**src/rtl/palette_pkg.sv**
```systemverilog
// Shared types and constants for the palette colour encoder.
// Provides rgb_t, enc_state_t, sizing constants and a channel |a-b| helper.
package palette_pkg;

   localparam int PAL_ENTRIES = 16;
   localparam int PAL_IDX_W   = 4;
   localparam int PAL_CH_W    = 4;
   localparam int DIST_W      = PAL_CH_W + 2;

   typedef struct packed {
      logic [PAL_CH_W-1:0] red;
      logic [PAL_CH_W-1:0] green;
      logic [PAL_CH_W-1:0] blue;
   } rgb_t;

   typedef enum logic [1:0] {
      IDLE,
      SCAN,
      HOLD
   } enc_state_t;

   function automatic logic [DIST_W-1:0] abs_diff(
      input logic [PAL_CH_W-1:0] a,
      input logic [PAL_CH_W-1:0] b
   );
      if (a > b) return DIST_W'(a - b);
      else       return DIST_W'(b - a);
   endfunction

endpackage

```
**src/rtl/palette_color_encoder_color_distance.sv**
```systemverilog
// Combinational Manhattan distance between two 12-bit RGB colours.
// Ports: i_a, i_b (rgb_t) in; o_dist (DIST_W) out, max 45.
module color_distance
   import palette_pkg::*;
(
   input  rgb_t              i_a,
   input  rgb_t              i_b,
   output logic [DIST_W-1:0] o_dist
);

   always_comb begin
      o_dist = abs_diff(i_a.red,   i_b.red)
             + abs_diff(i_a.green, i_b.green)
             + abs_diff(i_a.blue,  i_b.blue);
   end

endmodule

```
**src/rtl/palette_color_encoder.sv**
```systemverilog
// Maps RGB pixels to the closest entry of a 16-entry writable palette.
// Ports: Clk/Reset_n; pal_we/waddr/wdata/wready palette write port;
// in_valid/in_ready/in_red/green/blue pixel in; out_valid/out_ready/
// out_index/out_exact result out. Optional: PALETTE_ENC_EARLY_EXIT_EN
// ends the scan on the first exact match.
module palette_color_encoder
   import palette_pkg::*;
#(
   parameter int NUM_ENTRIES = PAL_ENTRIES,
   parameter int IDX_W       = PAL_IDX_W,
   parameter int CH_W        = PAL_CH_W
) (
   input  logic              Clk,
   input  logic              Reset_n,
   input  logic              pal_we,
   input  logic [IDX_W-1:0]  pal_waddr,
   input  logic [3*CH_W-1:0] pal_wdata,
   output logic              pal_wready,
   input  logic              in_valid,
   output logic              in_ready,
   input  logic [CH_W-1:0]   in_red,
   input  logic [CH_W-1:0]   in_green,
   input  logic [CH_W-1:0]   in_blue,
   output logic              out_valid,
   input  logic              out_ready,
   output logic [IDX_W-1:0]  out_index,
   output logic              out_exact
);

   enc_state_t        r_state;
   enc_state_t        w_state_nxt;
   rgb_t              r_pal [NUM_ENTRIES];
   rgb_t              r_pix;
   logic [IDX_W-1:0]  r_cnt;
   logic [DIST_W-1:0] r_best_d;
   logic [IDX_W-1:0]  r_best_idx;

   logic [DIST_W-1:0] w_dist;
   logic              w_accept;
   logic              w_better;
   logic              w_last;

   color_distance u_dist (
      .i_a    (r_pix),
      .i_b    (r_pal[r_cnt]),
      .o_dist (w_dist)
   );

   assign w_last = (r_cnt == IDX_W'(NUM_ENTRIES - 1));

   always_comb begin
      w_state_nxt = r_state;
      pal_wready  = 1'b0;
      in_ready    = 1'b0;
      w_accept    = 1'b0;
      w_better    = 1'b0;
      unique case (r_state)
         IDLE: begin
            pal_wready = 1'b1;
            // A pending write takes priority over the pixel.
            in_ready   = ~pal_we;
            w_accept   = in_valid & ~pal_we;
            if (w_accept) w_state_nxt = SCAN;
         end
         SCAN: begin
            // Strict compare keeps the lowest index on ties.
            w_better = (w_dist < r_best_d);
            if (w_last) w_state_nxt = HOLD;
`ifdef PALETTE_ENC_EARLY_EXIT_EN
            if (w_dist == '0) w_state_nxt = HOLD;
`endif
         end
         HOLD: begin
            if (out_ready) w_state_nxt = IDLE;
         end
         default: w_state_nxt = IDLE;
      endcase
   end

   assign out_valid = (r_state == HOLD);
   assign out_index = out_valid ? r_best_idx : '0;
   assign out_exact = out_valid & (r_best_d == '0);

   always_ff @(posedge Clk or negedge Reset_n) begin
      if (!Reset_n) begin
         r_state    <= IDLE;
         r_pix      <= '0;
         r_cnt      <= '0;
         r_best_d   <= '0;
         r_best_idx <= '0;
         for (int i = 0; i < NUM_ENTRIES; i++) r_pal[i] <= '0;
      end else begin
         r_state <= w_state_nxt;
         if (pal_we && pal_wready) r_pal[pal_waddr] <= pal_wdata;
         if (w_accept) begin
            r_pix      <= {in_red, in_green, in_blue};
            r_cnt      <= '0;
            r_best_d   <= '1;
            r_best_idx <= '0;
         end
         if (r_state == SCAN) begin
            if (w_better) begin
               r_best_d   <= w_dist;
               r_best_idx <= r_cnt;
            end
            if (!w_last) r_cnt <= r_cnt + 1'b1;
         end
      end
   end

endmodule

```
**config.mk**
```make
export PLATFORM = sky130hd
export DESIGN_NAME = palette_color_encoder
export DESIGN_NICKNAME = d
export VERILOG_FILES = /design/src/rtl/palette_pkg.sv /design/src/rtl/palette_color_encoder_color_distance.sv /design/src/rtl/palette_color_encoder.sv
export SDC_FILE = /design/constraint.sdc
export NUM_CORES = 1
export LEC_CHECK = 0
export BUFFER_PORTS_ARGS = -buffer_cell sky130_fd_sc_hd__clkbuf_2
export CORE_ASPECT_RATIO = 0.9
export CORE_MARGIN = 4
export CORE_UTILIZATION = 44
export DETAILED_ROUTE_END_ITERATION = 12
export RECOVER_POWER = 50
export SETUP_SLACK_MARGIN = 0.3
export SKIP_LAST_GASP = 1
export SLEW_MARGIN = 20
export SYNTH_ARGS = -nofsm -noshare
export SYNTH_HDL_FRONTEND = slang
export SYNTH_SLANG_ARGS = --single-unit
```
**constraint.sdc**
```tcl
create_clock -name Clk -period 7.2 [get_ports Clk]
set_input_delay 1.08 -clock Clk [delete_from_list [all_inputs] [get_ports Clk]]
set_output_delay 1.08 -clock Clk [all_outputs]
set_load 0.02 [all_outputs]
```
* Word level (Yosys, flattened, before mapping) *
Cells that the tools add are included.

cells by class
  $add $sub $neg = 9
  order comparisons = 7
  equal/unequal tests = 6
  muxes and demuxes = 27
  bitwise operators = 5
  reduce and logical (&&, ||, !) cells = 5

operators by type and width
  operator             number
  $bwmux 192           1
  $bmux 12 s4          1
  $demux 12 s4         1
  $mux 12              3
  $mux 6               6
  $sub 4x4->5          6
  $mux 4               7
  $add 6x6->6          2
  $gt 4x4->1           3
  $ge 5x5->1 const B   2
  $not 4->5            2
  $logic_not 6->1      1
  $lt 6x6->1           1
  $mux 2               3
  $pmux 2 s3           1
  $lt 5x1->1 const B   1
  $add 4x1->4 const B  1
  $eq 4x4->1 const B   1
  $mux 1               4
  $ne 2x2->1 const B   2
  $reduce_and 3->1     1
  $and 1x1->1          2
  $eq 2x1->1 const B   1
  $eq 2x2->1 const B   1
  4 further kinds      5

storage, ports and cells
  register bits = 220
  bits of input ports = 33

* Depth between registers and ports, before layout *
Gate-level depths: netlist (run 1).

  depth in word-level cells = 12
  depth in mapped cells = 24
  gate-level depth less buffers = 21

* Modules after synthesis *
Synthesis (run 1) repeated with hierarchy kept, for this count alone.

unflattened totals
  cells, all modules = 870
  area, all modules = 11,531.1 um2

by module, submodules not included
  module                 times used  cells an instance  area each (um2)  sequential area each (um2)
  palette_color_encoder  1           693                10,113.4         5,505.3
  color_distance         1           177                1,417.6          0.0

* Worst setup path before layout (run 1) *
OpenSTA, ideal clock, no wires.

  path kind = register to register
  start point = register r_cnt[0]
  end point = register r_best_d[1]
  library setup time = 82 ps
  arrival = 5,609 ps
  setup slack = 1,509 ps
  stages on the path, launching flop included = 23
  buffers on the path = 4
  cell sequence = dfrtp_1 -> clkbuf_1 -> buf_4 -> mux4_2 -> mux4_2 -> ha_1 -> clkbuf_1 -> nand4_1 -> o21a_1 -> o21ai_0 -> mux2_2 -> fa_1 -> ha_1 -> fa_1 -> a21o_1 -> a21oi_1 -> xnor2_1 -> ha_1 -> o2111ai_1 -> o21ai_0 -> clkbuf_1 -> nor2_1 -> a31oi_1

on the way
  cells in the longest elaborated chain, start to end = 12
  elaborated cells on any way between the ends = 22

ends and longest elaborated chain
  element                                          RTL line                                    text
  from (decl)                                      palette_color_encoder.sv:34                 logic [IDX_W-1:0] r_cnt;
  from (signal assigned)                           palette_color_encoder.sv:106                if (!w_last) r_cnt <= r_cnt + 1'b1;
  $not 4->5 (implied by the code) (*)              palette_color_encoder.sv:45                 .i_b (r_pal[r_cnt]),
  $bmux 12 s4 (*)                                  palette_color_encoder.sv:45
  $mux 12 (implied by the code) (*) (2 in series)  palette_color_encoder.sv:45
  $sub 4x4->5 (tied with other cells)              palette_pkg.sv:27                           else return DIST_W'(b - a);
  $mux 6                                           palette_pkg.sv:26                           if (a > b) return DIST_W'(a - b);
  $add 6x6->6                                      palette_color_encoder_color_distance.sv:13  + abs_diff(i_a.green, i_b.green)
  $add 6x6->6 (*)                                  palette_color_encoder_color_distance.sv:14  + abs_diff(i_a.blue, i_b.blue);
  $lt 6x6->1                                       palette_color_encoder.sv:67                 w_better = (w_dist < r_best_d);
  $mux 1                                           palette_color_encoder.sv:57                 unique case (r_state)
  $mux 6 (*)                                       palette_color_encoder.sv:102                if (w_better) begin
  $mux 6 (*)                                       palette_color_encoder.sv:101                if (r_state == SCAN) begin
  to (signal assigned)                             palette_color_encoder.sv:103                r_best_d <= w_dist;
  to (decl)                                        palette_color_encoder.sv:35                 logic [DIST_W-1:0] r_best_d;

Mark *: on every way between the ends. The rest lies on a longest branch, timed or not. The select of a mux whose other input is x is not followed.
A chain may end at the register's enable or synchronous reset.

* Worst setup path in the final report (run 1) *
  start point = register r_cnt[0]
  end point = register r_best_d[4]

The elaborated chain is that of the path after synthesis.

==> results of run 1 <==
## worst max path at each step
stage                       start                      end  cells after the start
2_1_floorplan  r_cnt[0]$_DFF_PN0_    r_best_d[1]$_DFF_PN0_                     22
3_3_place_gp   r_cnt[0]$_DFF_PN0_    r_best_d[4]$_DFF_PN0_                     21
3_5_place_dp   r_cnt[0]$_DFF_PN0_    r_best_d[4]$_DFF_PN0_                     21
4_1_cts        r_cnt[0]$_DFF_PN0_    r_best_d[4]$_DFF_PN0_                     21
5_1_grt        r_cnt[0]$_DFF_PN0_  r_best_idx[0]$_DFF_PN0_                     20
6_report       r_cnt[0]$_DFF_PN0_    r_best_d[4]$_DFF_PN0_                     20
## layer usage
layer  up-vias  GRT usage, %  share of wire [%]
li1       2931             -                  -
met1      3443          25.9                 45
met2       119          30.4                 49
met3        48          3.28                3.9
met4         0          4.82                2.3
met5         -             0                  0
## through the flow
step	setup WS [ns]	hold slack (ns)	cells
after global routing	0.341	0.505	1179
final	0.719	0.486	1179
after global placement	0.932	0.464	1135
after CTS	0.693	0.493	1179
after floorplan	1.51	0.453	793
after detailed placement	0.692	0.479	1135
## registers in the layout, indices dropped and copies added (netlist names)
register,count
r_pal,192
r_pix,12
r_best_d,6
r_state,2
r_best_idx,4
r_cnt,4
## logic make-up after synthesis
group / after synthesis
XOR/XNOR: 11
adder cells (fa/ha/maj): 47
AND/OR/NAND/NOR: 89
flip-flops: 220
multiplexers: 261
AO/OA/AOI/OAI: 63
buffers and inverters: 102
## placed cells by master, fill, tap and decap left out, types with 5 or more instances in the layout
| cell | instances |
|---|---|
| sky130_fd_sc_hd__nand2_1 | 29 |
| sky130_fd_sc_hd__clkbuf_1 | 8 |
| sky130_fd_sc_hd__mux2_1 | 10 |
| sky130_fd_sc_hd__a31oi_1 | 6 |
| sky130_fd_sc_hd__clkbuf_8 | 6 |
| sky130_fd_sc_hd__inv_1 | 52 |
| sky130_fd_sc_hd__buf_4 | 5 |
| sky130_fd_sc_hd__dfrtp_1 | 218 |
| sky130_fd_sc_hd__nand2b_1 | 5 |
| sky130_fd_sc_hd__a21oi_1 | 12 |
| sky130_fd_sc_hd__fa_1 | 12 |
| sky130_fd_sc_hd__clkbuf_2 | 41 |
| sky130_fd_sc_hd__mux2i_1 | 7 |
| sky130_fd_sc_hd__o21ai_0 | 21 |
| sky130_fd_sc_hd__mux4_2 | 60 |
| sky130_fd_sc_hd__nand3_1 | 7 |
| sky130_fd_sc_hd__xnor2_1 | 6 |
| sky130_fd_sc_hd__clkbuf_16 | 24 |
| sky130_fd_sc_hd__nor2_1 | 16 |
| sky130_fd_sc_hd__xor2_1 | 5 |
| sky130_fd_sc_hd__ha_1 | 35 |
| sky130_fd_sc_hd__mux2_2 | 184 |
| sky130_fd_sc_hd__a21o_1 | 7 |
| sky130_fd_sc_hd__and2_1 | 5 |
## layout make-up
cell class / instances / area share, %
Sequential cell: 220 / 44.2
Multi-Input combinational cell: 471 / 42.0
Clock buffer: 36 / 5.66
Tap cell: 342 / 3.43
Timing Repair Buffer: 50 / 2.33
Inverter: 52 / 1.57
Clock inverter: 8 / 0.843
## what timing repair did
action | 4_1_cts | 5_1_grt
resized for setup | 0 | 1
endpoints found under the setup margin | 0 | 6
hold buffers | 0 | 0
hold endpoints to repair | 0 | 0
==> flow_results.xml, run 1 <==
<?xml version="1.0" encoding="UTF-8"?>
<metrics>
  <group name="logic_synthesis">
    <metric name="synthMostInstantiatedCell" unit="">sky130_fd_sc_hd__dfrtp_1</metric>
    <metric name="post_synth_instance_area" unit="mm²">0.0112</metric>
    <metric name="yosysWarningCount" unit="">0</metric>
    <metric name="synth-xor-area-share" unit="%">0.864</metric>
    <metric name="postSynthRegisterBits" unit="">220</metric>
    <metric name="fraction_of_the_mapped_netlist_area_in_compound_gates" unit="%">3.44</metric>
    <metric name="synth.top_cells.by_count" unit="">sky130_fd_sc_hd__dfrtp_1, sky130_fd_sc_hd__mux2_2, sky130_fd_sc_hd__mux4_2</metric>
    <metric name="yosys-top-cells-area" unit="">sky130_fd_sc_hd__dfrtp_1, sky130_fd_sc_hd__mux2_2, sky130_fd_sc_hd__mux4_2, sky130_fd_sc_hd__ha_1, sky130_fd_sc_hd__fa_1</metric>
    <metric name="yosysSeqAreaShare" unit="%">49.4</metric>
    <metric name="synthAdderAreaFrac" unit="%">6.08</metric>
    <metric name="synth_async_sr_flop_share" unit="%">100</metric>
    <metric name="postSynthCellCount" unit="">793</metric>
    <metric name="main_combinational_cell_family_by_area_after_synthesis" unit="">multiplexers</metric>
    <metric name="post_synth_mux_area_share" unit="%">32.3</metric>
    <metric name="synth_top_area_cell" unit="">sky130_fd_sc_hd__dfrtp_1</metric>
    <metric name="synth_simple_gate_area_share" unit="%">4.08</metric>
    <metric name="synth_enable_flop_cells" unit="">0</metric>
    <metric name="synth_largest_type_area_fraction" unit="%">49.4</metric>
    <metric name="ys.flop_type" unit="">sky130_fd_sc_hd__dfrtp_1</metric>
    <metric name="yosys.cell_types.count" unit="">46</metric>
    <metric name="synthesized_nets" unit="">873</metric>
    <metric name="postSynthAreaPerCell" unit="µm²">14.1</metric>
  </group>
  <group name="detailed_routing">
    <metric name="drt-vias-per-instance" unit="">5.55</metric>
    <metric name="routed_len_inst" unit="µm">21.6</metric>
    <metric name="drt_wl_total" unit="mm">25.4</metric>
    <metric name="number_of_nets_still_failing_antenna_checks_after_routing" unit="">0</metric>
    <metric name="via_count" unit="">6541</metric>
    <metric name="remaining_drc_errors" unit="">0</metric>
    <metric name="drtPass1Iterations" unit="">4</metric>
    <metric name="detailedRoute.firstIterationViolations" unit="">298</metric>
  </group>
  <group name="sta">
    <metric name="slew_headroom" unit="%">-105</metric>
    <metric name="setup_repair_after_global_routing_missed_its_margin" unit="">no</metric>
    <metric name="finalHoldViolCount" unit="">0</metric>
    <metric name="setup_violations" unit="">0</metric>
    <metric name="worstMarginPinSlew" unit="ns">3.08</metric>
    <metric name="tns" unit="ns">0</metric>
    <metric name="maxSlewViolCount" unit="">225</metric>
    <metric name="min_period" unit="ns">6.48</metric>
    <metric name="fmax" unit="GHz">0.154</metric>
    <metric name="period_share" unit="%">90.0</metric>
    <metric name="fin_skew" unit="ns">0.0164</metric>
  </group>
  <group name="setup_path">
    <metric name="critPathMaxFanout" unit="">51</metric>
    <metric name="cp_data_required_time" unit="ns">7.63</metric>
    <metric name="timing.critical_path.slowest_stage_cell" unit="">sky130_fd_sc_hd__mux4_2</metric>
    <metric name="critical-path-max-stage-delay" unit="ns">0.58</metric>
    <metric name="critical_path_class" unit="">reg2reg</metric>
    <metric name="ff2ff_setup_slack" unit="ns">0.72</metric>
    <metric name="arrival" unit="ns">6.91</metric>
    <metric name="critPathBufInv" unit="">2</metric>
    <metric name="critical_path.most_common_cell" unit="">sky130_fd_sc_hd__ha_1</metric>
    <metric name="r2r_cells" unit="">20</metric>
    <metric name="critical_path.reg2reg.startpoint" unit="">r_cnt[0]$_DFF_PN0_</metric>
    <metric name="worstPathCellList" unit="">buf_12 &gt; mux4_2 &gt; mux4_2 &gt; ha_1 &gt; nand3b_1 &gt; nand3b_1 &gt; o21ai_0 &gt; mux2_2 &gt; fa_1 &gt; ha_1 &gt; fa_1 &gt; a21o_1 &gt; a21oi_1 &gt; xnor2_1 &gt; ha_1 &gt; o2111ai_1 &gt; o21ai_1 &gt; buf_4 &gt; nor2_1 &gt; a31oi_1</metric>
    <metric name="critical_path.endpoint_type" unit="">flip-flop</metric>
    <metric name="cpLargestDelayFamily" unit="">adder cells</metric>
    <metric name="start_kind" unit="">flip-flop</metric>
    <metric name="regToRegEndpoint" unit="">r_best_d[4]$_DFF_PN0_</metric>
  </group>
  <group name="layout">
    <metric name="area_growth" unit="%">11.8</metric>
    <metric name="nets" unit="">899</metric>
    <metric name="nFillCells" unit="">2191</metric>
    <metric name="finish.utilization" unit="%">49.8</metric>
    <metric name="postLayoutCellArea" unit="mm²">0.0125</metric>
    <metric name="seqCellArea" unit="mm²">0.00551</metric>
    <metric name="drive_gt1_share" unit="%">40.5</metric>
    <metric name="num_antenna_cells" unit="">0</metric>
    <metric name="multi_input_comb_area" unit="mm²">0.00523</metric>
  </group>
  <group name="floorplanning">
    <metric name="die_w" unit="µm">176</metric>
    <metric name="core_region_area" unit="mm²">0.0250</metric>
    <metric name="design.portCount" unit="">41</metric>
    <metric name="die_h" unit="µm">159</metric>
    <metric name="fp-row-count" unit="">55</metric>
    <metric name="dieArea" unit="mm²">0.0280</metric>
    <metric name="initial_utilization" unit="%">44.5</metric>
  </group>
  <group name="grt">
    <metric name="largest_net_degree_at_the_start_of_global_routing" unit="">84</metric>
    <metric name="groute.usage.overall" unit="%">18.5</metric>
    <metric name="first_global_vias" unit="">7183</metric>
    <metric name="grt_antenna_before_repair" unit="">0</metric>
    <metric name="wire_length_of_the_first_global_routing_pass" unit="mm">40.8</metric>
    <metric name="global_route.overflow_total" unit="">0</metric>
  </group>
  <group name="flow_run">
    <metric name="drv_cap" unit="">3</metric>
  </group>
  <group name="worst_hold_path">
    <metric name="whs_path_depth" unit="">1</metric>
    <metric name="worstHoldEndpoint" unit="">r_pal[188]$_DFFE_PN0P_</metric>
    <metric name="min_from" unit="">r_pal[188]$_DFFE_PN0P_</metric>
    <metric name="min_path_type" unit="">reg2reg</metric>
  </group>
  <group name="cts">
    <metric name="worst_skew_pair.late_latency" unit="ns">0.52</metric>
    <metric name="root_buffer" unit="">sky130_fd_sc_hd__clkbuf_16</metric>
    <metric name="cts_made_buffers" unit="">24</metric>
    <metric name="worst_setup_hold_path_clk_slew" unit="ns">0.06</metric>
    <metric name="max-clock-path-buffers" unit="">3</metric>
    <metric name="htree_levels" unit="">1</metric>
    <metric name="post-cts-setup-buffer-count" unit="">0</metric>
    <metric name="cts_tree" unit="">built</metric>
    <metric name="tritoncts_num_sinks" unit="">220</metric>
  </group>
  <group name="run_status">
    <metric name="outcome" unit="">complete, but fails checks</metric>
    <metric name="violations" unit="">capacitance limit, slew limit</metric>
  </group>
  <group name="place">
    <metric name="detailed_place_hpwl" unit="mm">16.0</metric>
    <metric name="gp_routability_congestion" unit="">0.869</metric>
    <metric name="placed_cell_area" unit="mm²">0.0117</metric>
    <metric name="io_buffer_count" unit="">40</metric>
  </group>
</metrics>
Power of run 1 is left out: the tool's default activity adds up to more than one toggle a clock period on the data nets, which glitch-free logic cannot reach.
==> run 2: changes to the inputs <==
--- a/config.mk
+++ b/config.mk
@@ -16,4 +16,5 @@
 export SLEW_MARGIN = 20
 export SYNTH_ARGS = -nofsm -noshare
 export SYNTH_HDL_FRONTEND = slang
+export SYNTH_HIERARCHICAL = 1
 export SYNTH_SLANG_ARGS = --single-unit
==> run 2 against run 1 <==
The flow still finishes with violations (capacitance limit, slew limit). Highest routed layer unchanged. Clock skew shrank 0.0055 ns. Flip-flop and latch count unchanged. Final cell count up 6.4%.
==> flow_results.xml, run 2 <==
<?xml version="1.0" encoding="UTF-8"?>
<metrics>
  <group name="logic_synthesis">
    <metric name="postSynthAreaPerCell" unit="µm²">13.3</metric>
    <metric name="yosys-top-cells-area" unit="">sky130_fd_sc_hd__dfrtp_1, sky130_fd_sc_hd__mux2_2, sky130_fd_sc_hd__mux4_2, sky130_fd_sc_hd__ha_1, sky130_fd_sc_hd__fa_1</metric>
    <metric name="synth_top_area_cell" unit="">sky130_fd_sc_hd__dfrtp_1</metric>
    <metric name="synth_enable_flop_cells" unit="">0</metric>
    <metric name="synthMostInstantiatedCell" unit="">sky130_fd_sc_hd__dfrtp_1</metric>
    <metric name="yosysSeqAreaShare" unit="%">47.7</metric>
    <metric name="postSynthCellCount" unit="">870</metric>
    <metric name="synthesized_nets" unit="">949</metric>
    <metric name="yosysWarningCount" unit="">6</metric>
    <metric name="synth_async_sr_flop_share" unit="%">100</metric>
    <metric name="synth.top_cells.by_count" unit="">sky130_fd_sc_hd__dfrtp_1, sky130_fd_sc_hd__mux2_2, sky130_fd_sc_hd__nand2_1</metric>
    <metric name="ys.flop_type" unit="">sky130_fd_sc_hd__dfrtp_1</metric>
    <metric name="synth_largest_type_area_fraction" unit="%">47.7</metric>
    <metric name="post_synth_instance_area" unit="mm²">0.0115</metric>
    <metric name="postSynthRegisterBits" unit="">220</metric>
    <metric name="yosys.cell_types.count" unit="">50</metric>
  </group>
  <group name="cts">
    <metric name="cts.hold.buffers_added" unit="">0</metric>
    <metric name="cts_made_buffers" unit="">24</metric>
    <metric name="root_buffer" unit="">sky130_fd_sc_hd__clkbuf_16</metric>
    <metric name="cts_tree" unit="">built</metric>
    <metric name="tritoncts_num_sinks" unit="">220</metric>
    <metric name="post-cts-setup-buffer-count" unit="">0</metric>
    <metric name="max-clock-path-buffers" unit="">3</metric>
    <metric name="worst_skew_pair.late_latency" unit="ns">0.53</metric>
    <metric name="cts.repair.resized" unit="">0</metric>
    <metric name="worst_setup_hold_path_clk_slew" unit="ns">0.06</metric>
    <metric name="htree_levels" unit="">1</metric>
  </group>
  <group name="detailed_routing">
    <metric name="via_count" unit="">6845</metric>
    <metric name="number_of_nets_still_failing_antenna_checks_after_routing" unit="">0</metric>
    <metric name="remaining_drc_errors" unit="">0</metric>
    <metric name="detailedRoute.firstIterationViolations" unit="">460</metric>
    <metric name="drt_wl_total" unit="mm">25.7</metric>
    <metric name="drt-vias-per-instance" unit="">5.46</metric>
    <metric name="drtPass1Iterations" unit="">5</metric>
    <metric name="routed_len_inst" unit="µm">20.5</metric>
  </group>
  <group name="setup_path">
    <metric name="arrival" unit="ns">6.80</metric>
    <metric name="start_kind" unit="">flip-flop</metric>
    <metric name="critPathMaxFanout" unit="">30</metric>
    <metric name="critical_path_class" unit="">reg2reg</metric>
    <metric name="critical_path.endpoint_type" unit="">flip-flop</metric>
    <metric name="cp_data_required_time" unit="ns">7.64</metric>
  </group>
  <group name="floorplanning">
    <metric name="dieArea" unit="mm²">0.0289</metric>
    <metric name="die_w" unit="µm">179</metric>
    <metric name="fp-row-count" unit="">55</metric>
    <metric name="die_h" unit="µm">162</metric>
    <metric name="core_region_area" unit="mm²">0.0255</metric>
    <metric name="design.portCount" unit="">41</metric>
    <metric name="initial_utilization" unit="%">45.3</metric>
  </group>
  <group name="layout">
    <metric name="area_growth" unit="%">11.0</metric>
    <metric name="num_antenna_cells" unit="">0</metric>
    <metric name="top_register" unit="">r_pal</metric>
    <metric name="max_ffs_per_register" unit="">192</metric>
    <metric name="largest_registers" unit="">r_pal x192, r_pix x12, r_best_d x6</metric>
    <metric name="layout_common_cells" unit="">sky130_fd_sc_hd__dfrtp_1, sky130_fd_sc_hd__mux2_2, sky130_fd_sc_hd__nand2_1</metric>
    <metric name="drive_gt1_share" unit="%">39.5</metric>
    <metric name="layout.cells.most_common" unit="">sky130_fd_sc_hd__dfrtp_1</metric>
    <metric name="nets" unit="">973</metric>
  </group>
  <group name="grt">
    <metric name="first_global_vias" unit="">6888</metric>
    <metric name="global_route.peak_usage_layer" unit="">met1</metric>
    <metric name="largest_net_degree_at_the_start_of_global_routing" unit="">188</metric>
    <metric name="wire_length_of_the_first_global_routing_pass" unit="mm">40.9</metric>
    <metric name="global_route.usage.met1" unit="%">27.6</metric>
    <metric name="grtUsageMet3" unit="%">2.83</metric>
    <metric name="global_route.overflow_total" unit="">0</metric>
    <metric name="grt_antenna_before_repair" unit="">0</metric>
    <metric name="groute.usage.overall" unit="%">18.1</metric>
    <metric name="grtUsageMet2" unit="%">27.6</metric>
  </group>
  <group name="sta">
    <metric name="setup_repair_after_global_routing_missed_its_margin" unit="">no</metric>
    <metric name="worstMarginPinSlew" unit="ns">2.45</metric>
    <metric name="min_period" unit="ns">6.36</metric>
    <metric name="slew_headroom" unit="%">-63.3</metric>
    <metric name="period_share" unit="%">88.3</metric>
    <metric name="fin_skew" unit="ns">0.0110</metric>
    <metric name="maxSlewViolCount" unit="">135</metric>
    <metric name="finalHoldViolCount" unit="">0</metric>
    <metric name="tns" unit="ns">0</metric>
    <metric name="layout_setup_ws" unit="ns">0.840</metric>
    <metric name="setup_violations" unit="">0</metric>
    <metric name="fmax" unit="GHz">0.157</metric>
  </group>
  <group name="run_status">
    <metric name="outcome" unit="">complete, but fails checks</metric>
    <metric name="violations" unit="">capacitance limit, slew limit</metric>
  </group>
  <group name="place">
    <metric name="pre_cts_slack" unit="ns">0.831</metric>
    <metric name="io_buffer_count" unit="">40</metric>
    <metric name="gp_routability_congestion" unit="">0.855</metric>
    <metric name="detailed_place_hpwl" unit="mm">16.4</metric>
  </group>
  <group name="flow_run">
    <metric name="drv_cap" unit="">2</metric>
  </group>
  <group name="worst_hold_path">
    <metric name="min_path_type" unit="">reg2reg</metric>
  </group>
</metrics>
run 2: changes by cell type in the layout (fill, tap and decap cells not counted), sizes merged, moves of 6 or more:
cell,previous run,this run
a31oi,6,0
mux4,60,48
mux2i,7,17
a22oi,0,24
nand2,29,66
o21ai,23,10
clkbuf,79,73
nor2,19,30
a21oi,12,23
run 2: final cells by class:
cell class	count	area, µm²
inverter	56	210
clock inverter	12	114
tap	342	428
fill	2243	12700
multi-input combinational	540	5540
sequential	220	5510
clock buffer	32	681
timing repair buffer	52	323
run 2: kinds of logic after synthesis:
kind of cell	count (synthesis)	share of synthesized area [%]
DFF	220	47.7
buffers and inverters	110	4.37
xor gates and xnor gates	5	0.380
adders and majority gates	46	5.77
muxes	263	30.6
AOI/OAI and AO/OA	83	4.98
and+or+nand+nor	143	6.17
run 2: path summary, 6_finish.rpt:
check	start	end	slack, ns	cells after the start
min reg2reg	r_pal[175]$_DFFE_PN0P_	r_pal[175]$_DFFE_PN0P_	0.49	1
min	r_pal[175]$_DFFE_PN0P_	r_pal[175]$_DFFE_PN0P_	0.49	1
min in group asynchronous	Reset_n	r_best_idx[3]$_DFF_PN0_	1.11	1
max	r_cnt[0]$_DFF_PN0_	r_best_d[0]$_DFF_PN0_	0.84	20
max in group asynchronous	Reset_n	r_cnt[0]$_DFF_PN0_	2.12	3
max reg2reg	r_cnt[0]$_DFF_PN0_	r_best_d[0]$_DFF_PN0_	0.84	20
run 2: through the flow:
step / instance area (µm²) / utilization (%) / instances / hold WS, ns
3_3_place_gp: 12000 / 47.2 / 1209 / 0.469
5_1_grt: 12800 / 50.3 / 1254 / 0.509
3_5_place_dp: 12000 / 47.2 / 1209 / 0.479
4_1_cts: 12800 / 50.3 / 1253 / 0.409
6_report: 12800 / 50.3 / 1254 / 0.495
2_1_floorplan: 11500 / - / 870 / 0.453
run 2: worst max-delay path, stage by stage (launching register included):
cell,delay [ns]
sky130_fd_sc_hd__dfrtp_4,0.77
sky130_fd_sc_hd__buf_12,0.31
sky130_fd_sc_hd__mux4_2,0.53
sky130_fd_sc_hd__a22oi_1,0.26
sky130_fd_sc_hd__nand2_1,0.14
sky130_fd_sc_hd__ha_1,0.47
sky130_fd_sc_hd__nand4_1,0.31
sky130_fd_sc_hd__o21ai_2,0.19
sky130_fd_sc_hd__mux2_4,0.18
sky130_fd_sc_hd__mux2i_1,0.09
sky130_fd_sc_hd__fa_1,0.51
sky130_fd_sc_hd__inv_1,0.07
sky130_fd_sc_hd__fa_1,0.45
sky130_fd_sc_hd__a21o_1,0.19
sky130_fd_sc_hd__a21oi_1,0.18
sky130_fd_sc_hd__xnor2_1,0.13
sky130_fd_sc_hd__ha_1,0.32
sky130_fd_sc_hd__nand4_1,0.10
sky130_fd_sc_hd__o2111ai_1,0.56
sky130_fd_sc_hd__buf_4,0.29
sky130_fd_sc_hd__mux2i_1,0.20
run 2: layer usage:
layer / part of all wire (%) / vias up
li1: - / 3159
met1: 49 / 3544
met2: 46 / 113
met3: 3.9 / 29
met4: 1.6 / 0
met5: 0 / -
Power of run 2 is left out for the same reason.
